===== config.mk =====
export PLATFORM = sky130hd
export DESIGN_NAME = tia_audio_divider_flat
export DESIGN_NICKNAME = d
export VERILOG_FILES = /design/src/rtl/tia_audio_divider_if.sv /design/src/rtl/tia_audio_divider.sv /design/src/flat_wrapper.sv
export SDC_FILE = /design/constraint.sdc
export NUM_CORES = 1
export LEC_CHECK = 0
export CORE_MARGIN = 2
export CORE_UTILIZATION = 53
export DETAILED_ROUTE_END_ITERATION = 10
export PLACE_DENSITY = 0.78
export SYNTH_ARGS = -nofsm -noshare
export SYNTH_HDL_FRONTEND = slang
export SYNTH_SLANG_ARGS = --single-unit

===== constraint.sdc =====
create_clock -name clk -period 2.7 [get_ports clk]
set_clock_uncertainty 0.2 [all_clocks]
set_input_delay 0.27 -clock clk [delete_from_list [all_inputs] [get_ports clk]]
set_output_delay 0.27 -clock clk [all_outputs]
set_load 0.01 [all_outputs]

===== src/rtl/tia_audio_divider_if.sv =====
// Control/status bundle for the TIA audio divider: tick, run mask, divisor write port
// and the per-channel divided clock and reload outputs.
interface tia_audio_divider_if #(
  parameter int CHANNELS = 2,
  parameter int WIDTH    = 5,
  parameter int CW       = (CHANNELS > 1) ? $clog2(CHANNELS) : 1
);
  logic                tick_en;
  logic [CHANNELS-1:0] ch_en;
  logic                wr_en;
  logic [CW-1:0]       wr_chan;
  logic [WIDTH-1:0]    wr_data;
  logic                wr_restart;
  logic [CHANNELS-1:0] d_clk;
  logic [CHANNELS-1:0] reload;

  modport master (
    output tick_en, ch_en, wr_en, wr_chan, wr_data, wr_restart,
    input  d_clk, reload
  );

  modport slave (
    input  tick_en, ch_en, wr_en, wr_chan, wr_data, wr_restart,
    output d_clk, reload
  );
endinterface


===== src/rtl/tia_audio_divider.sv =====
// Multi-channel audio divider: each channel divides the shared tick by 2*(div+1),
// producing a registered square wave and a one-cycle reload pulse.
module tia_audio_divider #(
  parameter int CHANNELS = 2,
  parameter int WIDTH    = 5,
  parameter int CW       = (CHANNELS > 1) ? $clog2(CHANNELS) : 1
) (
  input  logic               clk,
  input  logic               rst,
  tia_audio_divider_if.slave bus
);

  logic [WIDTH-1:0]    div_q  [CHANNELS];
  logic [WIDTH-1:0]    div_n  [CHANNELS];
  logic [WIDTH-1:0]    cnt_q  [CHANNELS];
  logic [WIDTH-1:0]    cnt_n  [CHANNELS];
  logic [CHANNELS-1:0] d_clk_q, d_clk_n;
  logic [CHANNELS-1:0] reload_q, reload_n;
  logic [CW-1:0]       sel;

  assign sel = bus.wr_chan;

  always_comb begin
    for (int c = 0; c < CHANNELS; c++) begin
      div_n[c]    = div_q[c];
      cnt_n[c]    = cnt_q[c];
      d_clk_n[c]  = d_clk_q[c];
      reload_n[c] = 1'b0;

      // Out-of-range selects never match any channel, so they fall through as no-ops.
      if (bus.wr_en && (int'(sel) == c) && bus.wr_restart) begin
        cnt_n[c]   = bus.wr_data;
        d_clk_n[c] = 1'b0;
      end else if (bus.tick_en && bus.ch_en[c]) begin
        if (cnt_q[c] == '0) begin
          cnt_n[c]    = div_q[c];
          d_clk_n[c]  = ~d_clk_q[c];
          reload_n[c] = 1'b1;
        end else begin
          cnt_n[c] = cnt_q[c] - WIDTH'(1);
        end
      end

      if (bus.wr_en && (int'(sel) == c)) begin
        div_n[c] = bus.wr_data;
      end
    end
  end

  always_ff @(posedge clk or posedge rst) begin
    if (rst) begin
      for (int c = 0; c < CHANNELS; c++) begin
        div_q[c] <= '0;
        cnt_q[c] <= '0;
      end
      d_clk_q  <= '0;
      reload_q <= '0;
    end else begin
      for (int c = 0; c < CHANNELS; c++) begin
        div_q[c] <= div_n[c];
        cnt_q[c] <= cnt_n[c];
      end
      d_clk_q  <= d_clk_n;
      reload_q <= reload_n;
    end
  end

  assign bus.d_clk  = d_clk_q;
  assign bus.reload = reload_q;

endmodule

===== src/flat_wrapper.sv =====
// flat-port wrapper written by rule: the top's interface ports become plain ports
module tia_audio_divider_flat 
#(
  parameter int CHANNELS = 2,
  parameter int WIDTH    = 5,
  parameter int CW       = (CHANNELS > 1) ? $clog2(CHANNELS) : 1
)
  (clk, rst, bus_tick_en, bus_ch_en, bus_wr_en, bus_wr_chan, bus_wr_data, bus_wr_restart, bus_d_clk, bus_reload);
  tia_audio_divider_if #(.CHANNELS(CHANNELS), .WIDTH(WIDTH), .CW(CW)) bus_i ();
  input  logic clk;
  input  logic rst;
  input wire logic [$bits(bus_i.tick_en)-1:0] bus_tick_en;
  input wire logic [$bits(bus_i.ch_en)-1:0] bus_ch_en;
  input wire logic [$bits(bus_i.wr_en)-1:0] bus_wr_en;
  input wire logic [$bits(bus_i.wr_chan)-1:0] bus_wr_chan;
  input wire logic [$bits(bus_i.wr_data)-1:0] bus_wr_data;
  input wire logic [$bits(bus_i.wr_restart)-1:0] bus_wr_restart;
  output wire logic [$bits(bus_i.d_clk)-1:0] bus_d_clk;
  output wire logic [$bits(bus_i.reload)-1:0] bus_reload;
  assign bus_i.tick_en = bus_tick_en;
  assign bus_i.ch_en = bus_ch_en;
  assign bus_i.wr_en = bus_wr_en;
  assign bus_i.wr_chan = bus_wr_chan;
  assign bus_i.wr_data = bus_wr_data;
  assign bus_i.wr_restart = bus_wr_restart;
  assign bus_d_clk = bus_i.d_clk;
  assign bus_reload = bus_i.reload;
  tia_audio_divider #(.CHANNELS(CHANNELS), .WIDTH(WIDTH), .CW(CW)) u_core (.clk(clk), .rst(rst), .bus(bus_i));
endmodule

==> results of run 1 <==
[per-stage QoR]
stage | hold WS [ns] | util | instance area, um^2 | worst slack, ns
2_1_floorplan | 0.0846 | - | 1200 | 0.826
3_3_place_gp | 0.260 | 0.644 | 1400 | 0.716
3_5_place_dp | 0.262 | 0.644 | 1400 | 0.663
4_1_cts | 0.0934 | 0.654 | 1420 | 0.648
5_1_grt | 0.102 | 0.654 | 1420 | 0.504
6_report | 0.0822 | 0.654 | 1420 | 0.628
[metal layers]
layer,vias to the layer above,GRT usage
met2,19,0.389
met5,-,0
met1,497,0.290
li1,492,-
met3,4,0.0259
met4,0,0.0921
[where the power goes]
part	internal, mW	switching (mW)	total, mW
Sequential	0.426	0.0683	0.495
Clock	0.0522	0.101	0.153
Combinational	0.118	0.101	0.220
Total	0.597	0.270	0.867
[flip-flops by register name, indices dropped and copies added (netlist names)]
register,flops
u_core.bus.d_clk,2
u_core.bus.reload,2
u_core.cnt_q,10
u_core.div_q,10
[cells by family (layout without fill, tap and decap cells)]
kind of cell,count (synthesis),after routing,synth area share
simple gates,63,63,0.238
compound gates,24,24,0.134
flops,24,24,0.499
buf+inv,8,26,0.0301
mux,7,7,0.0634
fa+ha+maj,2,2,0.0208
xor+xnor,2,2,0.0146
[worst paths after layout]
| path | start | endpoint | slack (ns) |
|---|---|---|---|
| setup reg to reg | u_core.cnt_q[5] | u_core.bus.d_clk[0] | 0.63 |
| max in group asynchronous | rst | u_core.div_q[2] | 1.99 |
| min in group clk | u_core.div_q[7] | u_core.div_q[7] | 0.29 |
| hold reg to reg | u_core.div_q[7] | u_core.div_q[7] | 0.29 |
| hold / removal | rst | u_core.div_q[0] | 0.08 |
| setup / recovery | u_core.cnt_q[5] | u_core.bus.d_clk[0] | 0.63 |
[cell usage after synthesis, types with 2 or more instances]
cell and count:
nor3_1 3, a211o_1 4, nand2b_1 2, dfrtp_1 24, inv_1 5, o21ai_0 2, a31oi_1 5, a21oi_1 8
ha_1 2, a32oi_1 2, nand2_1 25, nor2_1 19, or4b_1 2, mux2i_1 2, nand3_1 3, xnor2_1 2
mux2_2 5, nor2b_1 4
[worst max-delay path: stages, from the launching register on]
cell and delay (ns):
dfrtp_1 0.44, inv_1 0.07, ha_1 0.17, or4b_1 0.59, nor2_1 0.26, xnor2_1 0.17
a21oi_1 0.06
[final cells by class]
class	instances	area (um^2)	area share
clock buffer	3	22.5	0.0159
timing repair buffer	18	175	0.123
inverter	5	18.8	0.0132
sequential	24	601	0.423
multi-input combinational	98	567	0.399
tap	28	35.0	0.0247
==> flow_summary.json, run 1 <==
{
  "num_vias": 1012,
  "post-route-period-util": 0.767,
  "synth_area_leaders": "dfrtp_1, nand2_1, nor2_1",
  "dr_wl_met3_um": 63,
  "htreeDepth": 1,
  "die_w_um": 51.7,
  "wirelength_met1_um": 1110,
  "wl_per_cell_um": 14.6,
  "rsz0062_at_grt": "false",
  "grt_pass1_wl_um": 4390,
  "drv_slew": 0,
  "finalHoldViolCount": 0,
  "hold_buffers": 0,
  "viasPerCell": 5.75,
  "finalNetCount": 165,
  "cp_max_fo": 7,
  "start_util": 0.555,
  "fill_cells": 192,
  "p_total_mw": 0.867,
  "setup_viol": 0,
  "synth_async_sr_flop_share": 1.00,
  "final_common_cell": "nand2_1",
  "mostFrequentLayoutCells": "nand2_1, dfrtp_1, nor2_1",
  "rows": 17,
  "ioPinCount": 17,
  "dieHeight_um": 51.7,
  "fin_setup_tns_ns": 0,
  "n_antenna_cell": 0,
  "root_buffer": "clkbuf_4",
  "grt_pass1_vias": 969,
  "hpwl_um": 1900,
  "syn_area_um2": 1200,
  "worst_setup_path_start_kind": "register",
  "layout-drive-gt1-share": 0.0811,
  "finalNonFillerCells": 176,
  "avgSynthCellArea_um2": 9.26,
  "clock_sinks": 24,
  "cts_resized": 0,
  "route.detailed.drc": 0,
  "leakage_nw": 0.631,
  "maxUsedRoutingLayer": "met4",
  "yosys.area.top_type_share": 0.499,
  "hp-class": "input pin to asynchronous set/reset pin",
  "path_class": "register to register",
  "ant_nets": 0,
  "synth_top_cell_by_area": "dfrtp_1",
  "cts_buffers": 3,
  "ir_worst_vdd_uv": 345,
  "placed_cells": 173,
  "yosysUniqueCellTypes": 29,
  "required_ns": 2.70,
  "wl_met2_um": 1360,
  "grt_max_degree": 25,
  "max_freq_mhz": 483,
  "tightest_slew_ns": 0.301,
  "synth_edf_count": 0,
  "drtIter0Drc": 29,
  "insertion_delay_ns": 0.31,
  "cts_tree": "done",
  "cp-end-kind": "register",
  "maxSlewHeadroom": 0.800,
  "rr_worst_depth": 6,
  "power_density_nw_per_um2": 611,
  "ys.flop_type": "dfrtp_1",
  "wirelength_um": 2560,
  "synthCells": 130,
  "grt_antenna_before_repair": 0,
  "clock_path_buffers": 2,
  "die_area_um2": 2670,
  "min_period_ns": 2.07,
  "ys_seq_area_frac": 0.499,
  "ys_ff_latch": 24,
  "coreArea_um2": 2170,
  "cts_setup_buffers": 0,
  "grtUsageTotal": 0.226,
  "areaGrowthSynthToFinish_pct": 17.9,
  "yosysWarnings": 0,
  "grt_overflow": 0,
  "status": "finished, final reports clean",
  "synth_nets": 145,
  "worstPathArrival_ns": 2.07,
  "first_pass_iters": 6,
  "cap_violations": 0,
  "io_buffers": 16,
  "gp_congestion": 0.812,
  "path_clk_slew_ns": 0.12
}
Power figures use the tool's default switching activity.
==> inputs of run 2 (changes only) <==
==> constraint.sdc (replaced) <==
create_clock -name clk -period 2.17 [get_ports clk]
set_clock_uncertainty 0.2 [all_clocks]
set_input_delay 0.217 -clock clk [delete_from_list [all_inputs] [get_ports clk]]
set_output_delay 0.217 -clock clk [all_outputs]
set_load 0.01 [all_outputs]
==> run 2 against run 1 <==
Cell area increased by 1.2%. Die area did not move. Sequential power increased by 24%. Largest cell class unchanged. Highest routed layer unchanged. Count of clock-buffer cells in the layout rose by 1. Maximum frequency is 3.1% higher. First-iteration DRC count shrank 24%.
==> flow_summary.json, run 2 (synthesis results as in run 1) <==
{
  "grt_overflow": 0,
  "grt_antenna_before_repair": 0,
  "reg_top3": "u_core.cnt_q (10), u_core.div_q (10)",
  "path_cells": "inv_1, ha_1, or4b_1, nor2_1, nand2_1, a31oi_1",
  "wl_per_cell_um": 13.6,
  "status": "finished, final reports clean",
  "gp_congestion": 0.836,
  "finalNonFillerCells": 177,
  "setup_ws_ns": 0.160,
  "htreeDepth": 1,
  "power_frac_comb": 0.244,
  "mostFrequentLayoutCells": "nand2_1, dfrtp_1, nor2_1",
  "coreArea_um2": 2170,
  "p_int_mw": 0.782,
  "io_buffers": 16,
  "dp_worst_setup_slack_ns": 0.124,
  "drtIter0Drc": 22,
  "dieHeight_um": 51.7,
  "rsz0062_at_grt": "false",
  "setup_viol": 0,
  "start_util": 0.555,
  "wirelength_um": 2420,
  "cap_violations": 0,
  "crit_path_max_incr_delay_ns": 0.59,
  "insertion_delay_ns": 0.30,
  "power_density_nw_per_um2": 778,
  "first_pass_iters": 4,
  "worst_setup_path_start_kind": "register",
  "pwr-share-seq": 0.549,
  "grt_pass1_wl_um": 4400,
  "tightest_slew_ns": 0.310,
  "num_vias": 1007,
  "rows": 17,
  "startpoint": "u_core.cnt_q[0]",
  "hp-class": "input pin to asynchronous set/reset pin",
  "fill_cells": 192,
  "cts_buffers": 3,
  "grtUsageTotal": 0.219,
  "fin_setup_tns_ns": 0,
  "cp-end-kind": "register",
  "cts_tree": "done",
  "rrSetupSlack_ns": 0.16,
  "ir_worst_vdd_uv": 543,
  "ioPinCount": 17,
  "finalNetCount": 165,
  "placed_cells": 173,
  "max_freq_mhz": 498,
  "swShare": 0.301,
  "leakage_nw": 0.640,
  "crit_buf_inv": 1,
  "clock_path_buffers": 2,
  "hold_buffers": 0,
  "reg2reg_from": "u_core.cnt_q[0]",
  "maxSlewHeadroom": 0.793,
  "grt_max_degree": 25,
  "die_area_um2": 2670,
  "clockPowerShare": 0.207,
  "required_ns": 2.20,
  "path_clk_slew_ns": 0.13,
  "clock_sinks": 24,
  "areaGrowthSynthToFinish_pct": 19.3,
  "root_buffer": "clkbuf_4",
  "viasPerCell": 5.69,
  "die_w_um": 51.7,
  "route.detailed.drc": 0,
  "path_delay_family": "simple AND/OR/NAND/NOR gates",
  "drv_slew": 0,
  "slowest_stage": "or4b_1",
  "post-route-period-util": 0.926,
  "grt_pass1_vias": 981,
  "p_sw_mw": 0.336,
  "layout-drive-gt1-share": 0.0940,
  "final_common_cell": "nand2_1",
  "path_class": "register to register",
  "min_period_ns": 2.01,
  "finalHoldViolCount": 0,
  "n_antenna_cell": 0,
  "ant_nets": 0,
  "cp_max_fo": 8,
  "hpwl_um": 1830,
  "worstPathArrival_ns": 2.04
}
[run 2: changes by cell type in the layout (fill, tap and decap cells not counted), sizes merged]
cell and delta:
clkbuf +1
[run 2: path summary, 6_finish.rpt]
| path | cells after the start | to |
|---|---|---|
| setup / recovery | 6 | u_core.cnt_q[4] |
| hold / removal | 3 | u_core.bus.d_clk[0] |
| setup reg to reg | 6 | u_core.cnt_q[4] |
| hold reg to reg | 2 | u_core.div_q[7] |
| max in group asynchronous | 3 | u_core.div_q[2] |
| min in group clk | 2 | u_core.div_q[7] |
[run 2: area by class of cell]
type / count / area, um^2 / area share
clock buffers: 4 / 36.3 / 0.0253
inverters: 5 / 18.8 / 0.0131
well taps: 28 / 35.0 / 0.0244
multi-input cells: 98 / 571 / 0.397
flip-flops and latches: 24 / 601 / 0.418
repair buffers: 18 / 175 / 0.122
[run 2: per-layer routing]
metal  wire [um]  vias to the layer above  track usage
li1            -                      490            -
met1        1080                      493        0.302
met2        1220                       20        0.353
met3          85                        4       0.0287
met4          29                        0       0.0877
met5           0                        -            0
[run 2: worst reg2reg max path, cell delays in order, from the launching register on]
cell	delay (ns)
dfrtp_1	0.44
inv_1	0.07
ha_1	0.17
or4b_1	0.59
nor2_1	0.21
nand2_1	0.07
a31oi_1	0.18
[run 2: timing repair]
item	4_1_cts	5_1_grt
endpoints found under the hold margin	0	0
resized for setup	0	1
buffers inserted	0	0
setup endpoints to repair	0	1
[run 2: power by group through the flow]
stage	Combinational [mW]	Clock, mW	Sequential [mW]
floorplan	0.190	0	0.601
global placement	0.263	0	0.614
detailed placement	0.272	0	0.620
CTS	0.274	0.241	0.611
global route	0.311	0.259	0.627
finish	0.272	0.231	0.614
[run 2: through the flow]
step | util | cell area (um^2) | total power, mW | hold slack [ns]
finish | 0.662 | 1440 | 1.12 | 0.0368
global route | 0.662 | 1440 | 1.20 | 0.0743
CTS | 0.660 | 1430 | 1.13 | 0.0485
detailed placement | 0.644 | 1400 | 0.892 | 0.267
global placement | 0.644 | 1400 | 0.877 | 0.260
floorplan | - | 1200 | 0.791 | 0.0316
==> inputs of run 3 (changes only) <==
--- a/config.mk
+++ b/config.mk
@@ -6,9 +6,10 @@
 export NUM_CORES = 1
 export LEC_CHECK = 0
 export CORE_MARGIN = 2
-export CORE_UTILIZATION = 53
+export CORE_UTILIZATION = 55
+export CTS_BUF_LIST = sky130_fd_sc_hd__clkbuf_2
 export DETAILED_ROUTE_END_ITERATION = 10
-export PLACE_DENSITY = 0.78
+export PLACE_DENSITY = 0.8
 export SYNTH_ARGS = -nofsm -noshare
 export SYNTH_HDL_FRONTEND = slang
 export SYNTH_SLANG_ARGS = --single-unit
==> constraint.sdc (replaced) <==
create_clock -name clk -period 2.17 [get_ports clk]
set_clock_uncertainty 0.2 [all_clocks]
set_input_delay 0.5425 -clock clk [delete_from_list [all_inputs] [get_ports clk]]
set_output_delay 0.5425 -clock clk [all_outputs]
set_load 0.01 [all_outputs]
==> run 3 against run 2 <==
Die area down 3.4%. Worst hold slack better by 0.27 ns. Clock power shrank 28%. Global-route usage fell by 1.9 points. Combinational power about the same. First-iteration DRC count up 64%.
==> flow_summary.json, run 3 (synthesis results as in run 1) <==
{
  "max_freq_mhz": 490,
  "cap_violations": 0,
  "worstPathArrival_ns": 2.11,
  "wirelength_um": 2370,
  "cp_max_fo": 7,
  "fill_cells": 165,
  "ioPinCount": 17,
  "finalHoldViolCount": 0,
  "post-route-period-util": 0.941,
  "setup_viol": 0,
  "reg_top3": "u_core.cnt_q (10), u_core.div_q (10)",
  "io_buffers": 16,
  "cts_tree": "done",
  "cts_buffers": 3,
  "num_vias": 991,
  "first_pass_iters": 4,
  "gr-usage-met1": 0.279,
  "cp-end-kind": "register",
  "n_antenna_cell": 0,
  "die_area_um2": 2580,
  "rsz0062_at_grt": "false",
  "fin_setup_tns_ns": 0,
  "cts_setup_buffers": 0,
  "route.detailed.drc": 0,
  "min_period_ns": 2.04,
  "grt_max_degree": 25,
  "grt_pass1_vias": 869,
  "drv_slew": 0,
  "layout-drive-gt1-share": 0.0872,
  "holdWs_ns": 0.303,
  "die_w_um": 50.8,
  "ir_worst_vdd_uv": 527,
  "wl_per_cell_um": 13.5,
  "viasPerCell": 5.63,
  "maxSlewHeadroom": 0.795,
  "grt-busiest-layer": "met2",
  "mostFrequentLayoutCells": "nand2_1, dfrtp_1, nor2_1",
  "drtIter0Drc": 36,
  "grt_pass1_wl_um": 3820,
  "grt_antenna_before_repair": 0,
  "path_clk_slew_ns": 0.21,
  "ant_nets": 0,
  "hpwl_um": 1700,
  "clock_path_buffers": 2,
  "finalNetCount": 165,
  "htreeDepth": 1,
  "leakage_nw": 0.633,
  "placed_cells": 172,
  "gp_congestion": 0.822,
  "rows": 16,
  "path_class": "register to register",
  "power_density_nw_per_um2": 742,
  "tightest_slew_ns": 0.307,
  "use_met3": 0.0357,
  "final_area_um2": 1420,
  "worst_setup_path_start_kind": "register",
  "multi_input_area_um2": 571,
  "grt_overflow": 0,
  "clock_sinks": 24,
  "grt_use_met2": 0.325,
  "coreArea_um2": 2020,
  "hp-class": "register to register",
  "start_util": 0.595,
  "final-seq-area_um2": 601,
  "root_buffer": "clkbuf_2",
  "required_ns": 2.24,
  "dieHeight_um": 50.8,
  "status": "finished, final reports clean",
  "finalNonFillerCells": 176,
  "insertion_delay_ns": 0.32,
  "areaGrowthSynthToFinish_pct": 17.8,
  "final_common_cell": "nand2_1",
  "place_area_um2": 1400,
  "grtUsageTotal": 0.201
}
## run 3: critical path, stage by stage (launching register included)
cell and delay, ns:
dfrtp_1 0.47, inv_1 0.07, ha_1 0.17, or4b_1 0.59
a211o_1 0.34, a31oi_1 0.15
## run 3: area by class of cell
| class | count | share of cell area |
|---|---|---|
| clock buffer | 3 | 0.0106 |
| clock inverter | 1 | 0.00265 |
| inverter | 5 | 0.0132 |
| multi-input combinational | 98 | 0.402 |
| sequential | 24 | 0.424 |
| tap | 27 | 0.0238 |
| timing repair buffer | 18 | 0.124 |
## run 3: per-layer routing
metal	part of all wire	vias up	wire (um)
li1	-	488	-
met2	0.47	40	1110
met1	0.45	461	1070
met5	0	-	0
met3	0.074	2	176
met4	0.0080	0	19
## run 3: path summary, 6_finish.rpt
check                           startpoint              endpoint  slack [ns]  depth (start not counted)
max                        u_core.cnt_q[5]       u_core.cnt_q[5]        0.13                          5
min in group asynchronous              rst  u_core.bus.reload[1]        0.33                          3
max reg2reg                u_core.cnt_q[5]       u_core.cnt_q[5]        0.13                          5
min reg2reg                u_core.div_q[9]       u_core.div_q[9]        0.30                          2
min                        u_core.div_q[9]       u_core.div_q[9]        0.30                          2
max in group asynchronous              rst  u_core.bus.reload[0]        1.22                          3
## run 3: where the power goes
| part | internal, mW | leakage [nW] | total (mW) | switching, mW |
|---|---|---|---|---|
| Sequential | 0.530 | 0.291 | 0.610 | 0.0801 |
| Clock | 0.0401 | 0.0140 | 0.167 | 0.127 |
| Combinational | 0.149 | 0.327 | 0.275 | 0.126 |
| Total | 0.719 | 0.633 | 1.05 | 0.333 |
## run 3: repair_timing
item	4_1_cts	5_1_grt
hold buffers	0	0
resized for setup	0	1
endpoints found under the setup margin	0	3
## run 3: per-stage QoR
step / total power, mW / util / setup WS [ns]
after floorplan: 0.791 / - / 0.296
after global placement: 0.871 / 0.690 / 0.120
after detailed placement: 0.886 / 0.690 / 0.110
after CTS: 1.05 / 0.699 / 0.0987
after global routing: 1.12 / 0.701 / 0.0448
final: 1.05 / 0.701 / 0.128
